## config.mk

```make
export PLATFORM = sky130hd
export DESIGN_NAME = puf_uart_tx_fifo_flat
export DESIGN_NICKNAME = d
export VERILOG_FILES = /design/src/rtl/puf_uart_tx_fifo_if.sv /design/src/rtl/puf_uart_tx_fifo.sv /design/src/flat_wrapper.sv
export SDC_FILE = /design/constraint.sdc
export NUM_CORES = 1
export LEC_CHECK = 0
export ABC_AREA = 1
export CORE_AREA = 2 2 163 125
export CTS_CLUSTER_DIAMETER = 80
export DETAILED_ROUTE_END_ITERATION = 8
export DIE_AREA = 0 0 165 127
export GPL_TIMING_DRIVEN = 0
export SETUP_SLACK_MARGIN = 0.15
export SLEW_MARGIN = 20
export SYNTH_ARGS = -nofsm -noshare
export SYNTH_HDL_FRONTEND = slang
export SYNTH_SLANG_ARGS = --single-unit
```

## constraint.sdc

```tcl
create_clock -name clk -period 5.55 [get_ports clk]
set_clock_uncertainty 0.15 [all_clocks]
set_input_delay 1.11 -clock clk [delete_from_list [all_inputs] [get_ports clk]]
set_output_delay 1.11 -clock clk [all_outputs]
set_load 0.01 [all_outputs]
```

## src/rtl/puf_uart_tx_fifo_if.sv

```systemverilog
// Byte-stream valid/ready bundle feeding the buffered UART transmitter.
// The master drives data/valid; the slave answers with ready.
interface puf_uart_tx_fifo_if;
    logic [7:0] data;
    logic       valid;
    logic       ready;

    modport master (output data, output valid, input ready);
    modport slave  (input data, input valid, output ready);
endinterface

```

## src/rtl/puf_uart_tx_fifo.sv

```systemverilog
// Buffered UART transmitter: byte FIFO in front of a start/data/[parity]/stop serialiser.
// Define PUF_UART_PARITY_EN to insert a parity bit (sense set by PARITY_ODD).
module puf_uart_tx_fifo #(
    parameter int BAUD_DIV   = 434,
    parameter int FIFO_AW    = 4,
    parameter int STOP_BITS  = 1,
    parameter int PARITY_ODD = 0
) (
    input  logic                 clk,
    input  logic                 rst,
    puf_uart_tx_fifo_if.slave    in_bus,
    output logic                 tx,
    output logic                 busy,
    output logic [FIFO_AW:0]     fifo_count
);

    localparam int               DEPTH     = 1 << FIFO_AW;
    localparam logic [FIFO_AW:0] DEPTH_L   = (FIFO_AW + 1)'(DEPTH);
    localparam logic [15:0]      BAUD_LAST = 16'(BAUD_DIV - 1);
    localparam logic [2:0]       STOP_LAST = 3'(STOP_BITS - 1);

    // Out-of-range configurations elaborate this marker block so they are easy to spot.
    if (BAUD_DIV < 2 || BAUD_DIV > 65535 || STOP_BITS < 1 || STOP_BITS > 2 ||
        PARITY_ODD < 0 || PARITY_ODD > 1) begin : g_illegal_config
    end

    typedef enum logic [2:0] {
        S_IDLE,
        S_START,
        S_DATA,
        S_PARITY,
        S_STOP
    } state_t;

    logic [7:0]         mem [DEPTH];
    logic [FIFO_AW-1:0] wr_ptr_reg;
    logic [FIFO_AW-1:0] rd_ptr_reg;
    logic [FIFO_AW:0]   count_reg;
    logic [FIFO_AW:0]   count_next;
    logic               push;
    logic               pop;
    logic [7:0]         head;

    state_t             state_reg;
    state_t             state_next;
    logic [15:0]        baud_reg;
    logic [15:0]        baud_next;
    logic [2:0]         bit_reg;
    logic [2:0]         bit_next;
    logic [7:0]         shift_reg;
    logic [7:0]         shift_next;
    logic               tx_reg;
    logic               tx_next;
    logic               bit_end;
`ifdef PUF_UART_PARITY_EN
    logic               par_reg;
    logic               par_next;
`endif

    // Ready comes from the registered count only, so a full FIFO never accepts on a pop cycle.
    assign in_bus.ready = !rst && (count_reg != DEPTH_L);
    assign push         = in_bus.valid && in_bus.ready;
    assign head         = mem[rd_ptr_reg];
    assign bit_end      = (baud_reg == BAUD_LAST);

    always_ff @(posedge clk) begin
        if (push) begin
            mem[wr_ptr_reg] <= in_bus.data;
        end
    end

    always_comb begin
        count_next = count_reg;
        case ({push, pop})
            2'b10:   count_next = count_reg + 1'b1;
            2'b01:   count_next = count_reg - 1'b1;
            default: count_next = count_reg;
        endcase
    end

    always_ff @(posedge clk) begin
        if (rst) begin
            wr_ptr_reg <= '0;
            rd_ptr_reg <= '0;
            count_reg  <= '0;
        end else begin
            if (push) begin
                wr_ptr_reg <= wr_ptr_reg + 1'b1;
            end
            if (pop) begin
                rd_ptr_reg <= rd_ptr_reg + 1'b1;
            end
            count_reg <= count_next;
        end
    end

    // tx_next is derived from the current state, so the line lags the state by one clock.
    always_comb begin
        state_next = state_reg;
        baud_next  = baud_reg;
        bit_next   = bit_reg;
        shift_next = shift_reg;
        tx_next    = 1'b1;
        pop        = 1'b0;
`ifdef PUF_UART_PARITY_EN
        par_next   = par_reg;
`endif
        case (state_reg)
            S_IDLE: begin
                if (count_reg != '0) begin
                    pop        = 1'b1;
                    shift_next = head;
`ifdef PUF_UART_PARITY_EN
                    par_next   = (^head) ^ 1'(PARITY_ODD);
`endif
                    state_next = S_START;
                    baud_next  = '0;
                end
            end
            S_START: begin
                tx_next = 1'b0;
                if (bit_end) begin
                    state_next = S_DATA;
                    baud_next  = '0;
                    bit_next   = '0;
                end else begin
                    baud_next = baud_reg + 1'b1;
                end
            end
            S_DATA: begin
                tx_next = shift_reg[0];
                if (bit_end) begin
                    shift_next = {1'b0, shift_reg[7:1]};
                    baud_next  = '0;
                    if (bit_reg == 3'd7) begin
                        bit_next = '0;
`ifdef PUF_UART_PARITY_EN
                        state_next = S_PARITY;
`else
                        state_next = S_STOP;
`endif
                    end else begin
                        bit_next = bit_reg + 1'b1;
                    end
                end else begin
                    baud_next = baud_reg + 1'b1;
                end
            end
`ifdef PUF_UART_PARITY_EN
            S_PARITY: begin
                tx_next = par_reg;
                if (bit_end) begin
                    state_next = S_STOP;
                    baud_next  = '0;
                    bit_next   = '0;
                end else begin
                    baud_next = baud_reg + 1'b1;
                end
            end
`endif
            S_STOP: begin
                tx_next = 1'b1;
                if (bit_end) begin
                    baud_next = '0;
                    if (bit_reg == STOP_LAST) begin
                        bit_next = '0;
                        // Chain straight into the next start bit when more bytes are queued.
                        if (count_reg != '0) begin
                            pop        = 1'b1;
                            shift_next = head;
`ifdef PUF_UART_PARITY_EN
                            par_next   = (^head) ^ 1'(PARITY_ODD);
`endif
                            state_next = S_START;
                        end else begin
                            state_next = S_IDLE;
                        end
                    end else begin
                        bit_next = bit_reg + 1'b1;
                    end
                end else begin
                    baud_next = baud_reg + 1'b1;
                end
            end
            default: begin
                state_next = S_IDLE;
                baud_next  = '0;
                bit_next   = '0;
            end
        endcase
    end

    always_ff @(posedge clk) begin
        if (rst) begin
            state_reg <= S_IDLE;
            baud_reg  <= '0;
            bit_reg   <= '0;
            shift_reg <= '0;
            tx_reg    <= 1'b1;
`ifdef PUF_UART_PARITY_EN
            par_reg   <= 1'b0;
`endif
        end else begin
            state_reg <= state_next;
            baud_reg  <= baud_next;
            bit_reg   <= bit_next;
            shift_reg <= shift_next;
            tx_reg    <= tx_next;
`ifdef PUF_UART_PARITY_EN
            par_reg   <= par_next;
`endif
        end
    end

    assign tx         = tx_reg;
    assign busy       = (state_reg != S_IDLE) || (count_reg != '0);
    assign fifo_count = count_reg;

endmodule
```

## src/flat_wrapper.sv

```systemverilog
// flat-port wrapper written by rule: the top's interface ports become plain ports
module puf_uart_tx_fifo_flat 
#(
    parameter int BAUD_DIV   = 434,
    parameter int FIFO_AW    = 4,
    parameter int STOP_BITS  = 1,
    parameter int PARITY_ODD = 0
)
  (clk, rst, tx, busy, fifo_count, in_bus_data, in_bus_valid, in_bus_ready);
  puf_uart_tx_fifo_if in_bus_i ();
  input  logic clk;
  input  logic rst;
  output logic tx;
  output logic busy;
  output logic [FIFO_AW:0] fifo_count;
  input wire logic [$bits(in_bus_i.data)-1:0] in_bus_data;
  input wire logic [$bits(in_bus_i.valid)-1:0] in_bus_valid;
  output wire logic [$bits(in_bus_i.ready)-1:0] in_bus_ready;
  assign in_bus_i.data = in_bus_data;
  assign in_bus_i.valid = in_bus_valid;
  assign in_bus_ready = in_bus_i.ready;
  puf_uart_tx_fifo #(.BAUD_DIV(BAUD_DIV), .FIFO_AW(FIFO_AW), .STOP_BITS(STOP_BITS), .PARITY_ODD(PARITY_ODD)) u_core (.clk(clk), .rst(rst), .in_bus(in_bus_i), .tx(tx), .busy(busy), .fifo_count(fifo_count));
endmodule
```

# Word-level counts from Yosys, hierarchy flattened
# Memory sizes are Yosys's and may differ from the RTL's. A register that Yosys moved wholly into a read port is not among the register bits.
# Cells that the tools add are included.
[totals]
ff_bits = 44
ram_bits = 128
input_bits = 11
output_inout_bits = 8
elab_cells = 76
n_memories = 1
[op_classes]
add_sub_neg = 6
n_eq_ne = 14
muxes = 32
bitwise = 1
reduce_logical = 14
[memory_table]
columns = ["memory", "depth", "word_bits", "read_ports", "rd_clocked_by_memory_dff", "write_ports", "line_no", "text"]
rows = [
  ["u_core.mem", 16, 8, 1, 1, 1, "puf_uart_tx_fifo.sv:35", "logic [7:0] mem [DEPTH];"],
]
[ops]
columns = ["operator", "count"]
rows = [
  ["2-to-1 mux 3 bit", 11],
  ["2-to-1 mux 16 bit", 2],
  ["2-to-1 mux 8 bit", 4],
  ["one-hot mux 16 bit (2 select lines)", 1],
  ["one-hot mux 3 bit (4 select lines)", 2],
  ["one-hot mux 8 bit (3 select lines)", 1],
  ["adder 16 x 1 -> 16 bit (second input constant)", 1],
  ["equality test 16 x 9 -> 1 bit (second input constant)", 1],
  ["!= test 2 x 1 -> 1 bit (second input constant)", 6],
  ["one-hot mux 5 bit (2 select lines)", 1],
  ["adder 4 x 1 -> 4 bit (second input constant)", 2],
  ["2-to-1 mux 4 bit", 2],
  ["AND reduction 4 bit", 2],
  ["equality test 3 bit (second input constant)", 2],
  ["zero test 3 bit", 2],
  ["2-to-1 mux 1 bit", 6],
  ["AND reduction 6 bit", 1],
  ["nonzero test 3 bit", 2],
  ["adder 5 x 1 -> 5 bit (second input constant)", 1],
  ["!= test 5 bit (second input constant)", 1],
  ["nonzero test 5 bit", 1],
  ["subtractor 5 x 1 -> 5 bit (second input constant)", 1],
  ["one-hot mux 1 bit (2 select lines)", 2],
  ["adder 3 x 1 -> 3 bit (second input constant)", 1],
  ["other kinds (10)", 11],
]

# Depth between registers and ports, before layout
[logic_depth]
word_depth = 7
mapped_depth = 20
depth_no_buf = 20

# Least setup slack after synthesis
# Ideal clock, no wire load.
[synth_timing]
path_kind = "input to output"
startpoint = "in rst"
endpoint = "out in_bus_ready"
arrival_ps = 1794
slack_ps = 2496
cell_stages = 5
n_path_buf = 2
cell_sequence = "buf_2 > inv_2 > clkbuf_1 > nand2_1 > inv_1"
[synth_via]
elab_chain_len = 2
[synth_rtl]
columns = ["item", "line_no", "text"]
rows = [
  ["start: declaration", "flat_wrapper.sv:12", "input logic rst;"],
  ["zero test 1 bit", "puf_uart_tx_fifo.sv:61", "assign in_bus.ready = !rst && (count_reg != DEPTH_L);"],
  ["logical AND 1 bit", "puf_uart_tx_fifo.sv:61", ""],
  ["end: declaration", "flat_wrapper.sv:18", "output wire logic [$bits(in_bus_i.ready)-1:0] in_bus_ready;"],
]
# No other way between the ends.

# Worst setup path in the final report
# Same ends and word-level chain as after synthesis.

==> key figures <==
Critical path
  • Arr. time, crit path: 2.62 ns
  • Slowest cell on crit path: clkdlybuf4s50_1
  • Crit Path Max Fanout: 10
  • Critical R2R Launch: u_core.baud_reg[0]
  • Crit-path leading delay family: buffers and inverters
  • Largest stage delay, worst path: 0.53 ns
  • Worst setup path class: input pin to primary output
  • Bufs and invs on worst path: 5
  • Setup crit end kind: primary output
  • Startpoint Class: input pin
  • Crit. Startpoint: rst
  • Critical path cell sequence: buf_2 > inv_2 > clkbuf_1 > nand2_1 > inv_1 > clkdlybuf4s50_1
  • Critical Path RT: 4.29 ns

Synthesis
  • Yosys top cell by area: edfxtp_1
  • Post-synth cell types: 49
  • Cells after Synth: 705
  • Yosys reg bits: 176
  • Synth Area per Inst: 10.81 sq um
  • Ranking of synthesized cells by area: edfxtp_1 50%, dfxtp_1 13%, nor2_1 6.6%, o21ai_0 4.7%, o211ai_1 3.1%
  • Mapped Area: 7621 sq um
  • Synthesis warning total: 0
  • Synth cell count leaders: 133 x nor2_1, 128 x edfxtp_1, 72 x o21ai_0, 59 x nand2_1, 48 x dfxtp_1
  • Syn Nets: 729
  • Synth Flop Type: edfxtp_1
  • Post-synth EDFFs: 128
  • Seq/Total Area, Yosys: 63.04%
  • FFs w/ async S/R, synth: 0%
  • Synth top area share: 50.44%
  • Most common cell in the synthesized netlist: nor2_1

Placed design
  • DPL Wire Length: 13.30 mm
  • # port buffers: 17
  • Placed cells: 975
  • Gpl congestion: 0.8511

Cells and area
  • Share of post-route cells with drive strength above 1: 10.74%
  • Antenna Cells: 0
  • Finished Layout Cells: 1,007
  • Max reg flops: 128
  • Synth-to-Final Area Change: 14.35%
  • Nets: 765

Die
  • Core Region: 19,210 sq um
  • Die area: 20,960 sq um
  • DIE HEIGHT: 127 um
  • # IOs: 19
  • Starting Density: 39.67%
  • Row count: 44
  • Die Width: 165 um

Route
  • Drt drc: 0
  • DRT Wirelength: 18.69 mm
  • DR pass1 iterations: 5
  • Routed wire per std cell: 18.56 um
  • Via count: 5,436
  • Final ANT Viol Nets: 0
  • Routed vias/inst: 5.398
  • Starting DRT DRC Count: 514

STA
  • Tmin final: 3.879 ns
  • Final TNS setup: 0 ns
  • Slew margin rel.: 37.60%
  • Final Hold Slack: 0.3211 ns
  • Period utilization: 69.90%
  • RSZ-0062 raised after global routing: no
  • Max-slew violation count: 0
  • Final setup vio count: 0
  • Fmax: 257.8 MHz
  • Slew of the pin with the lowest slew margin: 0.9325 ns
  • Fin. Hold Viols: 0

Power
  • Seq pwr share: 39.9%
  • Worst vdd ir: 0.1832 mV
  • Cell internal pwr: 0.002545 W
  • Clock power share: 32.1%
  • Combinational Power Share: 28.0%
  • Sw Share: 33.50%
  • Psw: 0.001282 W
  • PwrDens: 439.2 nW/um^2
  • Cell leakage power: 2.957 nW
  • Power, Total: 0.003827 W

Global route
  • Total GRT Usage: 18.55%
  • Initial antenna violation count: 0
  • Largest net degree at the start of global routing: 17
  • Global-route wire length before repair: 28.97 mm
  • Number of global-route vias before repair: 5,294
  • Remaining global-route overflow: 0

Run
  • Max Cap Viol: 0

Clock tree
  • TritonCTS clock tree: built
  • Setup bufs post-CTS: 0
  • Worst skew pair latency: 0.42 ns
  • H-tree levels: 4
  • Post-CTS Hold Fix Bufs: 0
  • Clock buffer count from CTS: 17
  • CTS max path bufs: 2
  • # clock sinks: 176
  • Root buf cell: clkbuf_16
  • CTS resizes: 0
  • CTS clock-pin slew for the worst setup and hold paths: 0.06 ns

Worst hold path
  • Hold WC Path Type: flip-flop to flip-flop
  • Worst hold start: u_core.shift_reg[7]

Status
  • Status: finished clean
-- cell families after synthesis --
| group | after synthesis | share of synthesized area [%] |
|---|---|---|
| xor gates and xnor gates | 5 | 0.5747 |
| and+or+nand+nor | 254 | 14.97 |
| DFF | 176 | 63.04 |
| adders and majority gates | 13 | 2.134 |
| AOI/OAI and AO/OA | 167 | 13.59 |
| muxes | 9 | 1.182 |
| buffers and inverters | 81 | 4.498 |
-- power by group through the flow --
stage / clock, W / sequential, W / combinational (W)
after floorplan: 0 / 0.00155 / 0.000731
after global placement: 0 / 0.00155 / 0.00102
after detailed placement: 0 / 0.00156 / 0.00106
after CTS: 0.00125 / 0.00153 / 0.00106
after global routing: 0.00130 / 0.00154 / 0.00119
final: 0.00123 / 0.00153 / 0.00107
-- cell usage in the layout (no fill, tap or decap), drive strengths merged, types with 2 or more instances in the layout --
| master | count |
|---|---|
| a211oi | 5 |
| a21oi | 33 |
| a31oi | 2 |
| buf | 17 |
| bufinv | 3 |
| clkbuf | 28 |
| clkdlybuf4s50 | 17 |
| clkinv | 5 |
| dfxtp | 48 |
| edfxtp | 128 |
| ha | 13 |
| inv | 59 |
| mux2i | 9 |
| nand2 | 63 |
| nand3 | 28 |
| nand4 | 8 |
| nor2 | 140 |
| nor3 | 10 |
| nor3b | 2 |
| nor4 | 3 |
| o211ai | 31 |
| o21a | 2 |
| o21ai | 80 |
| o221ai | 9 |
| xnor2 | 2 |
| xor2 | 3 |
-- final timing paths --
path	to	cells after the start	slack, ns
worst min-delay path	u_core.shift_reg[7]	2	0.32
worst max register to register	u_core.fifo_count[4]	19	2.65
worst max-delay path	in_bus_ready	6	1.67
worst min register to register	u_core.shift_reg[7]	2	0.32
-- stage by stage --
| step | cell area (sq um) | worst slack (ns) | utilization, % |
|---|---|---|---|
| 6_report | 8715 | 1.671 | 45.36 |
| 5_1_grt | 8715 | 1.557 | 45.36 |
| 4_1_cts | 8715 | 1.668 | 45.36 |
| 3_5_place_dp | 8108 | 1.669 | 42.20 |
| 3_3_place_gp | 8108 | 1.686 | 42.20 |
| 2_1_floorplan | 7621 | 2.496 | - |
-- metal layers --
layer  wire length, um  part of all wire, %  global-route usage, %  up-vias
met2              8387                   45                  27.67      197
met3              1361                  7.3                  4.935       13
met4               218                  1.2                  5.831        0
li1                  -                    -                      -     2583
met1              8723                   47                  26.47     2643
met5                 0                    0                      0        -
-- worst reg2reg max path, cell delays in order (launching register included) --
cell	delay, ns
dfxtp_1	0.40
ha_1	0.20
nand2_1	0.06
nor2_1	0.23
nand2_2	0.13
o21ai_2	0.10
o21ai_4	0.11
nor2_8	0.17
ha_1	0.31
xnor2_1	0.17
inv_1	0.07
ha_1	0.17
inv_1	0.05
nand2_1	0.08
nand2_1	0.10
nand2_1	0.06
nand2_1	0.06
nand2_1	0.05
nand2_1	0.06
a21oi_2	0.05
-- final cells by class --
class	instances	area, sq um
Fill cell	1753	10500
Sequential cell	176	4805
Multi-Input combinational cell	448	2474
Clock buffer	18	429.2
Tap cell	253	316.6
Inverter	54	207.7
Clock inverter	14	177.7
Timing Repair Buffer	17	170.2
Buffer	27	135.1
(Power assumes the default switching activity.)
